### src/rtl/mem_arbiter_if.sv
// ----------------------------------------------------------------------------
// mem_arbiter_if
// Purpose : bundles every request, reply and memory-handshake signal of the
//           memory arbiter so that the arbiter and its clients share a single
//           connection. Clock and reset are not part of the bundle.
// Signals :
//   op_read_from_op      requester -> arbiter  pulse, operation unit read
//   op_write_from_op     requester -> arbiter  pulse, operation unit write
//   io_write_from_io     requester -> arbiter  pulse, I/O unit write
//   pnl_read_from_pnl    requester -> arbiter  pulse, panel manual read
//   pnl_write_from_pnl   requester -> arbiter  pulse, panel manual write
//   clear_error_from_pnl requester -> arbiter  pulse, clears sticky errors
//   mem_ack_from_mem     memory    -> arbiter  pulse, access complete
//   mem_req_to_mem       arbiter   -> memory   level, access in progress
//   mem_we_to_mem        arbiter   -> memory   level, 1 = write
//   grant_to_mem[2:0]    arbiter   -> muxes    one-hot owner {pnl, io, op}
//   mem_reply_to_op      arbiter   -> op       pulse, access done
//   mem_write_reply_to_io arbiter  -> io       pulse, access done
//   mem_reply_to_pnl     arbiter   -> panel    pulse, access done
//   busy_to_pnl          arbiter   -> panel    level, busy
//   overrun_to_pnl       arbiter   -> panel    level, sticky overrun
//   timeout_to_pnl       arbiter   -> panel    level, sticky timeout
// Modports: master = arbiter side, slave = requester/memory side.
// ----------------------------------------------------------------------------
interface mem_arbiter_if;
    logic       op_read_from_op;
    logic       op_write_from_op;
    logic       io_write_from_io;
    logic       pnl_read_from_pnl;
    logic       pnl_write_from_pnl;
    logic       clear_error_from_pnl;
    logic       mem_ack_from_mem;
    logic       mem_req_to_mem;
    logic       mem_we_to_mem;
    logic [2:0] grant_to_mem;
    logic       mem_reply_to_op;
    logic       mem_write_reply_to_io;
    logic       mem_reply_to_pnl;
    logic       busy_to_pnl;
    logic       overrun_to_pnl;
    logic       timeout_to_pnl;

    // The arbiter consumes requests and the memory ack, and drives the rest.
    modport master (
        input  op_read_from_op,
        input  op_write_from_op,
        input  io_write_from_io,
        input  pnl_read_from_pnl,
        input  pnl_write_from_pnl,
        input  clear_error_from_pnl,
        input  mem_ack_from_mem,
        output mem_req_to_mem,
        output mem_we_to_mem,
        output grant_to_mem,
        output mem_reply_to_op,
        output mem_write_reply_to_io,
        output mem_reply_to_pnl,
        output busy_to_pnl,
        output overrun_to_pnl,
        output timeout_to_pnl
    );

    // Requesters and the memory model drive requests/ack and observe the rest.
    modport slave (
        output op_read_from_op,
        output op_write_from_op,
        output io_write_from_io,
        output pnl_read_from_pnl,
        output pnl_write_from_pnl,
        output clear_error_from_pnl,
        output mem_ack_from_mem,
        input  mem_req_to_mem,
        input  mem_we_to_mem,
        input  grant_to_mem,
        input  mem_reply_to_op,
        input  mem_write_reply_to_io,
        input  mem_reply_to_pnl,
        input  busy_to_pnl,
        input  overrun_to_pnl,
        input  timeout_to_pnl
    );
endinterface

### src/rtl/mem_arbiter.sv
// ----------------------------------------------------------------------------
// mem_arbiter
// Purpose : arbitrates single memory accesses between three requesters
//           (operation unit, I/O unit, panel). Each requester has one pending
//           slot holding a read/write flag. An IDLE/BUSY/REPLY state machine
//           grants one owner at a time, holds the memory request until the
//           memory acks, then pulses that owner's reply for one cycle.
//           Accesses that see no ack within 255 BUSY cycles are dropped and
//           flagged as a timeout. Requests that land on an occupied slot, or
//           read+write pulsed together, flag an overrun.
// Ports   :
//   clk    in  system clock, all state changes on the rising edge
//   reset  in  synchronous active-high reset
//   bus    mem_arbiter_if.master, request/reply/memory signals
// Configuration:
//   MEM_ARB_ROUND_ROBIN_EN  when defined the panel keeps top priority while
//                           op and io alternate on ties (io first after
//                           reset); when undefined priority is fixed
//                           pnl > io > op.
// ----------------------------------------------------------------------------
module mem_arbiter (
    input  logic          clk,
    input  logic          reset,
    mem_arbiter_if.master bus
);

    localparam logic [1:0] ST_IDLE  = 2'd0;
    localparam logic [1:0] ST_BUSY  = 2'd1;
    localparam logic [1:0] ST_REPLY = 2'd2;

    // BUSY cycle index at which the access is abandoned; together with the
    // entry cycle this gives exactly 255 cycles of mem_req.
    localparam logic [7:0] TIMEOUT_LAST = 8'd254;

    logic [1:0] r_state;
    logic [2:0] r_pend;
    logic [2:0] r_we;
    logic [2:0] r_grant;
    logic       r_cur_we;
    logic [7:0] r_count;
    logic       r_overrun;
    logic       r_timeout;
`ifdef MEM_ARB_ROUND_ROBIN_EN
    logic       r_rr_op_next;
`endif

    logic [2:0] w_set;
    logic [2:0] w_wr;
    logic       w_dual;
    logic       w_overrun_set;
    logic       w_grant_now;
    logic [2:0] w_winner;
    logic [2:0] w_clr;
    logic       w_timeout_hit;
    logic       w_in_busy;
    logic       w_in_reply;

    // Collect the request pulses per slot (bit0 op, bit1 io, bit2 pnl) and
    // the write flag each one would load. A simultaneous read+write on the
    // same requester is recorded as a write because w_wr wins.
    assign w_set = {bus.pnl_read_from_pnl | bus.pnl_write_from_pnl,
                    bus.io_write_from_io,
                    bus.op_read_from_op   | bus.op_write_from_op};
    assign w_wr  = {bus.pnl_write_from_pnl,
                    bus.io_write_from_io,
                    bus.op_write_from_op};

    // Overrun is raised either by a conflicting read+write pair or by a new
    // pulse for a slot that is still occupied at the moment it arrives.
    assign w_dual        = (bus.op_read_from_op  & bus.op_write_from_op) |
                           (bus.pnl_read_from_pnl & bus.pnl_write_from_pnl);
    assign w_overrun_set = w_dual | (|(w_set & r_pend));

    assign w_in_busy     = (r_state == ST_BUSY);
    assign w_in_reply    = (r_state == ST_REPLY);
    assign w_grant_now   = (r_state == ST_IDLE) && (|r_pend);
    assign w_timeout_hit = w_in_busy && !bus.mem_ack_from_mem &&
                           (r_count == TIMEOUT_LAST);

    // Winner selection. The panel always wins; the only open choice is an
    // op/io tie, which is fixed io-first unless round robin is built in, in
    // which case it follows the alternation flag.
    always_comb begin
        w_winner = 3'b000;
        if (r_pend[2]) begin
            w_winner = 3'b100;
        end else if (r_pend[1] && r_pend[0]) begin
`ifdef MEM_ARB_ROUND_ROBIN_EN
            w_winner = r_rr_op_next ? 3'b001 : 3'b010;
`else
            w_winner = 3'b010;
`endif
        end else if (r_pend[1]) begin
            w_winner = 3'b010;
        end else if (r_pend[0]) begin
            w_winner = 3'b001;
        end
    end

    assign w_clr = w_grant_now ? w_winner : 3'b000;

    // Pending and write flags per slot. A new pulse always sets the slot,
    // even on the very edge where the grant is clearing it, so the request
    // arriving at grant time is not lost. The write flag is simply replaced
    // by the newest pulse.
    always_ff @(posedge clk) begin
        if (reset) begin
            r_pend <= 3'b000;
            r_we   <= 3'b000;
        end else begin
            r_pend <= w_set | (r_pend & ~w_clr);
            r_we   <= (w_set & w_wr) | (~w_set & r_we);
        end
    end

    // Main access state machine. The grant and the winner's write flag are
    // captured on entry to BUSY so later pulses from the same requester
    // cannot disturb the access in flight. The grant is held through REPLY
    // so the reply pulse can be steered from it, then dropped.
    always_ff @(posedge clk) begin
        if (reset) begin
            r_state  <= ST_IDLE;
            r_grant  <= 3'b000;
            r_cur_we <= 1'b0;
            r_count  <= 8'd0;
        end else begin
            case (r_state)
                ST_IDLE: begin
                    if (w_grant_now) begin
                        r_grant  <= w_winner;
                        r_cur_we <= |(w_winner & r_we);
                        r_count  <= 8'd0;
                        r_state  <= ST_BUSY;
                    end
                end
                ST_BUSY: begin
                    if (bus.mem_ack_from_mem) begin
                        r_state <= ST_REPLY;
                    end else if (w_timeout_hit) begin
                        r_grant  <= 3'b000;
                        r_cur_we <= 1'b0;
                        r_count  <= 8'd0;
                        r_state  <= ST_IDLE;
                    end else begin
                        r_count <= r_count + 8'd1;
                    end
                end
                ST_REPLY: begin
                    r_grant  <= 3'b000;
                    r_cur_we <= 1'b0;
                    r_count  <= 8'd0;
                    r_state  <= ST_IDLE;
                end
                default: begin
                    r_grant  <= 3'b000;
                    r_cur_we <= 1'b0;
                    r_count  <= 8'd0;
                    r_state  <= ST_IDLE;
                end
            endcase
        end
    end

`ifdef MEM_ARB_ROUND_ROBIN_EN
    // Round-robin memory: remembers which of op/io should win the next tie.
    // Only op and io grants move it; panel grants leave it untouched.
    always_ff @(posedge clk) begin
        if (reset) begin
            r_rr_op_next <= 1'b0;
        end else if (w_grant_now) begin
            if (w_winner[0]) begin
                r_rr_op_next <= 1'b0;
            end else if (w_winner[1]) begin
                r_rr_op_next <= 1'b1;
            end
        end
    end
`endif

    // Sticky error flags. A set arriving in the same cycle as the panel's
    // clear must survive, so set is checked before clear.
    always_ff @(posedge clk) begin
        if (reset) begin
            r_overrun <= 1'b0;
            r_timeout <= 1'b0;
        end else begin
            if (w_overrun_set) begin
                r_overrun <= 1'b1;
            end else if (bus.clear_error_from_pnl) begin
                r_overrun <= 1'b0;
            end
            if (w_timeout_hit) begin
                r_timeout <= 1'b1;
            end else if (bus.clear_error_from_pnl) begin
                r_timeout <= 1'b0;
            end
        end
    end

    // Outputs are decoded from registered state only, so they all read zero
    // in the cycle after a reset edge.
    assign bus.mem_req_to_mem        = w_in_busy;
    assign bus.mem_we_to_mem         = w_in_busy & r_cur_we;
    assign bus.grant_to_mem          = r_grant;
    assign bus.mem_reply_to_op       = w_in_reply & r_grant[0];
    assign bus.mem_write_reply_to_io = w_in_reply & r_grant[1];
    assign bus.mem_reply_to_pnl      = w_in_reply & r_grant[2];
    assign bus.busy_to_pnl           = (r_state != ST_IDLE) | (|r_pend);
    assign bus.overrun_to_pnl        = r_overrun;
    assign bus.timeout_to_pnl        = r_timeout;

endmodule
### src/flat_wrapper.sv
// flat-port wrapper written by rule: the top's interface ports become plain ports
module mem_arbiter_flat 
  (clk, reset, bus_op_read_from_op, bus_op_write_from_op, bus_io_write_from_io, bus_pnl_read_from_pnl, bus_pnl_write_from_pnl, bus_clear_error_from_pnl, bus_mem_ack_from_mem, bus_mem_req_to_mem, bus_mem_we_to_mem, bus_grant_to_mem, bus_mem_reply_to_op, bus_mem_write_reply_to_io, bus_mem_reply_to_pnl, bus_busy_to_pnl, bus_overrun_to_pnl, bus_timeout_to_pnl);
  mem_arbiter_if bus_i ();
  input  logic clk;
  input  logic reset;
  input wire logic [$bits(bus_i.op_read_from_op)-1:0] bus_op_read_from_op;
  input wire logic [$bits(bus_i.op_write_from_op)-1:0] bus_op_write_from_op;
  input wire logic [$bits(bus_i.io_write_from_io)-1:0] bus_io_write_from_io;
  input wire logic [$bits(bus_i.pnl_read_from_pnl)-1:0] bus_pnl_read_from_pnl;
  input wire logic [$bits(bus_i.pnl_write_from_pnl)-1:0] bus_pnl_write_from_pnl;
  input wire logic [$bits(bus_i.clear_error_from_pnl)-1:0] bus_clear_error_from_pnl;
  input wire logic [$bits(bus_i.mem_ack_from_mem)-1:0] bus_mem_ack_from_mem;
  output wire logic [$bits(bus_i.mem_req_to_mem)-1:0] bus_mem_req_to_mem;
  output wire logic [$bits(bus_i.mem_we_to_mem)-1:0] bus_mem_we_to_mem;
  output wire logic [$bits(bus_i.grant_to_mem)-1:0] bus_grant_to_mem;
  output wire logic [$bits(bus_i.mem_reply_to_op)-1:0] bus_mem_reply_to_op;
  output wire logic [$bits(bus_i.mem_write_reply_to_io)-1:0] bus_mem_write_reply_to_io;
  output wire logic [$bits(bus_i.mem_reply_to_pnl)-1:0] bus_mem_reply_to_pnl;
  output wire logic [$bits(bus_i.busy_to_pnl)-1:0] bus_busy_to_pnl;
  output wire logic [$bits(bus_i.overrun_to_pnl)-1:0] bus_overrun_to_pnl;
  output wire logic [$bits(bus_i.timeout_to_pnl)-1:0] bus_timeout_to_pnl;
  assign bus_i.op_read_from_op = bus_op_read_from_op;
  assign bus_i.op_write_from_op = bus_op_write_from_op;
  assign bus_i.io_write_from_io = bus_io_write_from_io;
  assign bus_i.pnl_read_from_pnl = bus_pnl_read_from_pnl;
  assign bus_i.pnl_write_from_pnl = bus_pnl_write_from_pnl;
  assign bus_i.clear_error_from_pnl = bus_clear_error_from_pnl;
  assign bus_i.mem_ack_from_mem = bus_mem_ack_from_mem;
  assign bus_mem_req_to_mem = bus_i.mem_req_to_mem;
  assign bus_mem_we_to_mem = bus_i.mem_we_to_mem;
  assign bus_grant_to_mem = bus_i.grant_to_mem;
  assign bus_mem_reply_to_op = bus_i.mem_reply_to_op;
  assign bus_mem_write_reply_to_io = bus_i.mem_write_reply_to_io;
  assign bus_mem_reply_to_pnl = bus_i.mem_reply_to_pnl;
  assign bus_busy_to_pnl = bus_i.busy_to_pnl;
  assign bus_overrun_to_pnl = bus_i.overrun_to_pnl;
  assign bus_timeout_to_pnl = bus_i.timeout_to_pnl;
  mem_arbiter u_core (.clk(clk), .reset(reset), .bus(bus_i));
endmodule
### config.mk
export PLATFORM = sky130hd
export DESIGN_NAME = mem_arbiter_flat
export DESIGN_NICKNAME = d
export VERILOG_FILES = /design/src/rtl/mem_arbiter_if.sv /design/src/rtl/mem_arbiter.sv /design/src/flat_wrapper.sv
export SDC_FILE = /design/constraint.sdc
export NUM_CORES = 1
export LEC_CHECK = 0
export CAP_MARGIN = 10
export CORE_MARGIN = 4
export CORE_UTILIZATION = 45
export CTS_CLUSTER_SIZE = 24
export DETAILED_ROUTE_END_ITERATION = 8
export PLACE_DENSITY = 0.74
export SLEW_MARGIN = 20
export SYNTH_ARGS = -nofsm -noshare
export SYNTH_HDL_FRONTEND = slang
export SYNTH_SLANG_ARGS = --single-unit
### constraint.sdc
create_clock -name clk -period 1.6 [get_ports clk]
set_input_delay 0.24 -clock clk [delete_from_list [all_inputs] [get_ports clk]]
set_output_delay 0.24 -clock clk [all_outputs]
set_load 0.1 [all_outputs]
Yosys cells after proc, flatten, opt, wreduce, memory -nomap -nowiden

Index checks and enable logic that the tools add are counted.

Word-level logic and storage cells: 75
Input port bits: 9
Flip-flop bits (word level): 22

Mux-type cells: 24
Add/sub/neg operators: 1
Bitwise gates (word level): 20
Equality and inequality tests: 7
Reductions and logical operators: 15

Operators with widths:

| kind                  | count |
|---|---|
| $mux W8               | 3 |
| $mux W3               | 7 |
| $pmux W8 S2           | 1 |
| $and A3 B3 Y3         | 5 |
| $reduce_or A3 Y1      | 3 |
| $add A8 B1 Y8 const B | 1 |
| $eq A8 B8 Y1 const B  | 1 |
| $mux W1               | 7 |
| $and A1 B1 Y1         | 6 |
| $mux W2               | 3 |
| $not A3 Y3            | 2 |
| $or A3 B3 Y3          | 2 |
| $pmux W3 S2           | 1 |
| $reduce_bool A2 Y1    | 3 |
| $or A1 B1 Y1          | 5 |
| $logic_and A1 B1 Y1   | 4 |
| $ne A2 B1 Y1 const B  | 2 |
| $pmux W2 S2           | 1 |
| $reduce_and A2 Y1     | 2 |
| $ne A3 B2 Y1 const B  | 1 |
| $reduce_and A3 Y1     | 1 |
| $eq A2 B1 Y1 const B  | 1 |
| $eq A2 B2 Y1 const B  | 1 |
| $logic_not A2 Y1      | 1 |
| other kinds (3)       | 3 |

Depth between registers and ports, before layout

Depth after elaboration: 8
Depth in mapped cells: 7

Worst setup path after synthesis

OpenSTA, ideal clock, no wires.

Path kind: register -> register
Start point: register u_core.r_state[1]
End point: register u_core.r_cur_we
Data arrival time: 2.356 ns
Buffers on the path: 0
Slack: -0.827 ns
Period minus slack after synthesis: 2.427 ns
Stages on the path, launching flop included: 6
Cell sequence: dfxtp_1 nand2b_1 inv_1 and2_1 o21ai_0 a21oi_1

Longest elaborated chain between the ends: 5

RTL lines:

| element                          | line               | source |
|---|---|---|
| from (decl)                      | mem_arbiter.sv:35  | `logic [1:0] r_state;` |
| from (signal assigned)           | mem_arbiter.sv:122 | `r_state <= ST_IDLE;` |
| from (signal assigned)           | mem_arbiter.sv:133 | `r_state <= ST_BUSY;` |
| from (signal assigned)           | mem_arbiter.sv:138 | `r_state <= ST_REPLY;` |
| $eq A2 B1 Y1 *                   | mem_arbiter.sv:74  | `assign w_in_busy = (r_state == ST_BUSY);` |
| net bus_mem_req_to_mem           | flat_wrapper.sv:14 | `output wire logic [$bits(bus_i.mem_req_to_mem)-1:0] bus_mem_req_to_mem;` |
| $logic_and A1 B1 Y1 (2 in a row) | mem_arbiter.sv:77  | `assign w_timeout_hit = w_in_busy && !bus.mem_ack_from_mem &&` |
| $ne A2 B1 Y1 (no line)           | --                 |  |
| $reduce_and A3 Y1 (no line)      | --                 |  |
| to (signal assigned)             | mem_arbiter.sv:131 | `r_cur_we <= \|(w_winner & r_we);` |
| to (decl)                        | mem_arbiter.sv:39  | `logic r_cur_we;` |

Mark *: on every way through the listed nets, which the timed path passes. The rest lies on a longest branch.
A chain may end at the register's enable or synchronous reset.

Worst setup path after layout

Start point: register u_core.r_state[1]
End point: register u_core.r_count[7]

Longest elaborated chain between the ends: 6

RTL lines:

| element                          | line                                  | source |
|---|---|---|
| $eq A2 B1 Y1                     | mem_arbiter.sv:74, mem_arbiter.sv:127 |  |
| $logic_and A1 B1 Y1 (2 in a row) | mem_arbiter.sv:77                     |  |
| $mux W8                          | mem_arbiter.sv:139                    | `end else if (w_timeout_hit) begin` |
| $mux W8                          | mem_arbiter.sv:137                    | `if (bus.mem_ack_from_mem) begin` |
| $pmux W8 S2                      | mem_arbiter.sv:127                    | `case (r_state)` |
| to (signal assigned)             | mem_arbiter.sv:145                    | `r_count <= r_count + 8'd1;` |
| to (decl)                        | mem_arbiter.sv:40                     | `logic [7:0] r_count;` |

Parallel ways exist; a longest one is shown, timed or not. The select of a mux whose other input is x is not followed.

==> summary.txt <==
Floorplanning
  • Starting density of the core: 0.469
  • Die outline width: 55.8 um
  • Die footprint: 3110 sq um
  • Core area: 2190 sq um
  • Die height: 55.8 um
  • Core Rows: 17
  • Number of I/O pins: 20

Route
  • First DRT Iteration DRCs: 31
  • WL/cell: 13.4 um
  • Routed wire length: 2500 um
  • Drt drc: 0
  • Via/cell ratio: 5.35
  • Pre-antenna DRT Iters: 4
  • Via count: 995
  • Post-DRT Antenna Nets: 0

Placed design
  • Pre-CTS setup slack: -0.0675 ns
  • Number of port buffers: 19
  • Placed Instances: 179
  • Hpwl dp: 1860 um
  • Gpl congestion: 0.812

CTS
  • CTS sink count: 22
  • TritonCTS clock tree: yes
  • CTS Hold Bufs: 0
  • CTS buffer count: 3
  • Htree depth: 1
  • Root Buffer: clkbuf_4
  • Clk_lat worst skew: 0.31 ns
  • Bufs on Longest Clock Path: 2
  • Clock slew at reported path FFs: 0.12 ns

Global route
  • Global-route wire length before repair: 4280 um
  • Number of global-route vias before repair: 966
  • GRT Util Overall: 0.170
  • Largest net degree at the start of global routing: 13
  • Initial antenna violation count: 0
  • Gr ovfl total: 0

Critical path
  • Worst R2R Setup Slack: -0.03 ns
  • Reg2reg end: u_core.r_count[7]
  • Nature of the critical path startpoint: flop
  • Arr. time, crit path: 1.87 ns
  • Cell count of the worst reg-to-reg path: 5
  • Reg2reg start: u_core.r_state[1]
  • CP endpoint kind: flop
  • Worst endpoint required time: 1.84 ns
  • Max FO, Critical Path: 8
  • CP Class: flop to flop

Synthesis
  • Async set or reset register ratio after synthesis: 0
  • Post-Synth Adder-Cell Area: 0.0243
  • Syn_nets: 134
  • Simple-gate share of the synthesized area: 0.218
  • Mux share of post-synthesis cell area: 0.00973
  • Post-Syn Area: 1030 sq um
  • Post-Synth XOR/XNOR Area: 0.0170
  • Largest family of logic cells by synthesized area: compound AO/OA/AOI/OAI gates
  • Post-Synthesis Cells: 123
  • Register area share after synthesis: 0.428
  • Post-synth cell types: 34
  • EDFF count, synth: 0
  • Avg Cell Area, Syn: 8.36 sq um
  • Compound-Gate Fraction of Synth Area: 0.234
  • Main synth FF type: dfxtp_1
  • Yosys Warn Count: 0
  • Seq cells post-synth: 22

STA
  • Tmin final: 1.63 ns
  • Final Cycle Share: 1.02
  • Fin. max-slew vios: 0
  • Setup Viol. Count Final: 4
  • Slew @ Worst Pin: 0.374 ns
  • RSZ-0062 raised after global routing: true
  • Final Skew: 0.00623 ns
  • Fmax: 613 MHz
  • Final hold viol count: 0
  • Setup slack after layout: -0.0316 ns
  • Worst slew margin: 0.750

Finish
  • Share of cells above drive strength 1: 0.329
  • Multi-input gate area: 544 sq um
  • Reg area: 448 sq um
  • Final Util: 0.700
  • Layout area overhead: 49.0%
  • Non-Filler Instances: 186
  • Fill count: 180
  • Antenna cell count: 0
  • Nets: 170

Status
  • Status: finished with violations
  • Failing checks: setup timing

Power and ir drop
  • Peak VDD IR: 0.571 mV
  • Pwr dens: 870 nW/um^2
  • Power Total: 1.33 mW
  • Leak pwr: 0.587 nW

Hold path
  • Worst hold path cell count: 2
  • Worst Hold Class: flop to flop
  • Hold endpoint: u_core.r_we[1]
  • Min-Delay Startpoint: u_core.r_we[1]

Job
  • Max-Cap Viols: 0
[per-stage QoR]
step	hold slack, ns	area [sq um]	TNS, ns
final	0.492	1530	-0.0680
after global routing	0.514	1530	-0.536
after CTS	0.496	1510	-0.0668
after detailed placement	0.465	1450	-0.286
after global placement	0.454	1450	0
after floorplan	0.347	1050	-0.172
[synth_stat cells, types with 2 or more instances]
cell      count  area, sq um
ha_1          2         25.0
nor3_1        2         10.0
nand2b_1      2         12.5
nor2_1       14         52.6
o21ai_0      12         60.1
and2_1        5         31.3
or3_1         6         37.5
o32ai_1       2         17.5
inv_1        15         56.3
xnor2_1       2         17.5
a21oi_1      10         50.1
nand3_1       3         15.0
nand2_1       4         15.0
or2_2         2         12.5
a21oi_2       2         17.5
dfxtp_1      22          440
[flip-flops by register name, summed over array words and instances (netlist names), named ones only]
signal                     cells
u_core.r_we                    1
u_core.bus.overrun_to_pnl      1
u_core.bus.grant_to_mem        3
u_core.r_pend                  3
u_core.bus.timeout_to_pnl      1
u_core.r_cur_we                1
u_core.r_count                 8
u_core.r_state                 2
[cells in the final DEF, fill, tap and decap left out, drive strengths merged, types with 2 or more instances in the layout]
cell	n
clkbuf	4
nand2	4
nand3	3
inv	14
buf	25
o21ai	14
or3	6
nand2b	2
nor2	14
and2	5
o32ai	2
a21oi	12
or2	2
ha	2
clkdlybuf4s50	8
o211ai	2
nor3	2
xnor2	2
dfxtp	22
[worst max-delay path, cell delays in order, from the launching register on]
cell	delay, ns
dfxtp_2	0.34
or4_4	0.58
o21ai_4	0.19
o21ai_2	0.12
buf_4	0.18
a21oi_1	0.14
[layer usage]
layer / GRT usage / wire length, um / vias to the layer above
met5: 0 / 0 / -
met3: 0.0302 / 159 / 2
li1: - / - / 501
met2: 0.297 / 1250 / 40
met4: 0.0417 / 23 / 0
met1: 0.214 / 1070 / 452
[cell type report]
cell class              instances  share of cell area
clock buffers                   4              0.0237
inverters                      15              0.0392
multi-input cells              84               0.355
flip-flops and latches         22               0.292
well taps                      28              0.0229
repair buffers                 33               0.267
[timing repair]
action	4_1_cts	5_1_grt
buffers inserted	2	1
endpoints found under the setup margin	4	13
pin swaps	3	4
resized for setup	2	6
[cells by family after synthesis]
logic type      count (synthesis)
buf+inv                        17
flops                          22
xor+xnor                        2
compound gates                 36
mux                             1
simple gates                   43
fa+ha+maj                       2
[where the power goes]
| group | internal, mW | switching, mW | total [mW] |
|---|---|---|---|
| combinational | 0.173 | 0.244 | 0.418 |
| sequential | 0.581 | 0.0279 | 0.609 |
| clock | 0.139 | 0.168 | 0.307 |
| total | 0.894 | 0.440 | 1.33 |
[worst max-delay path by stage]
stage / startpoint / end / slack (ns) / depth (start not counted)
5_1_grt: u_core.r_state[1] / u_core.r_count[3] / -0.11 / 5
3_3_place_gp: bus_mem_ack_from_mem / u_core.r_count[3] / 0.02 / 5
4_1_cts: u_core.r_pend[2] / u_core.r_count[3] / -0.03 / 5
2_1_floorplan: u_core.r_state[1] / u_core.r_cur_we / -0.05 / 5
3_5_place_dp: bus_mem_ack_from_mem / u_core.r_count[3] / -0.07 / 5
6_report: u_core.r_state[1] / u_core.r_count[7] / -0.03 / 5
Power figures use the tool's default switching activity.
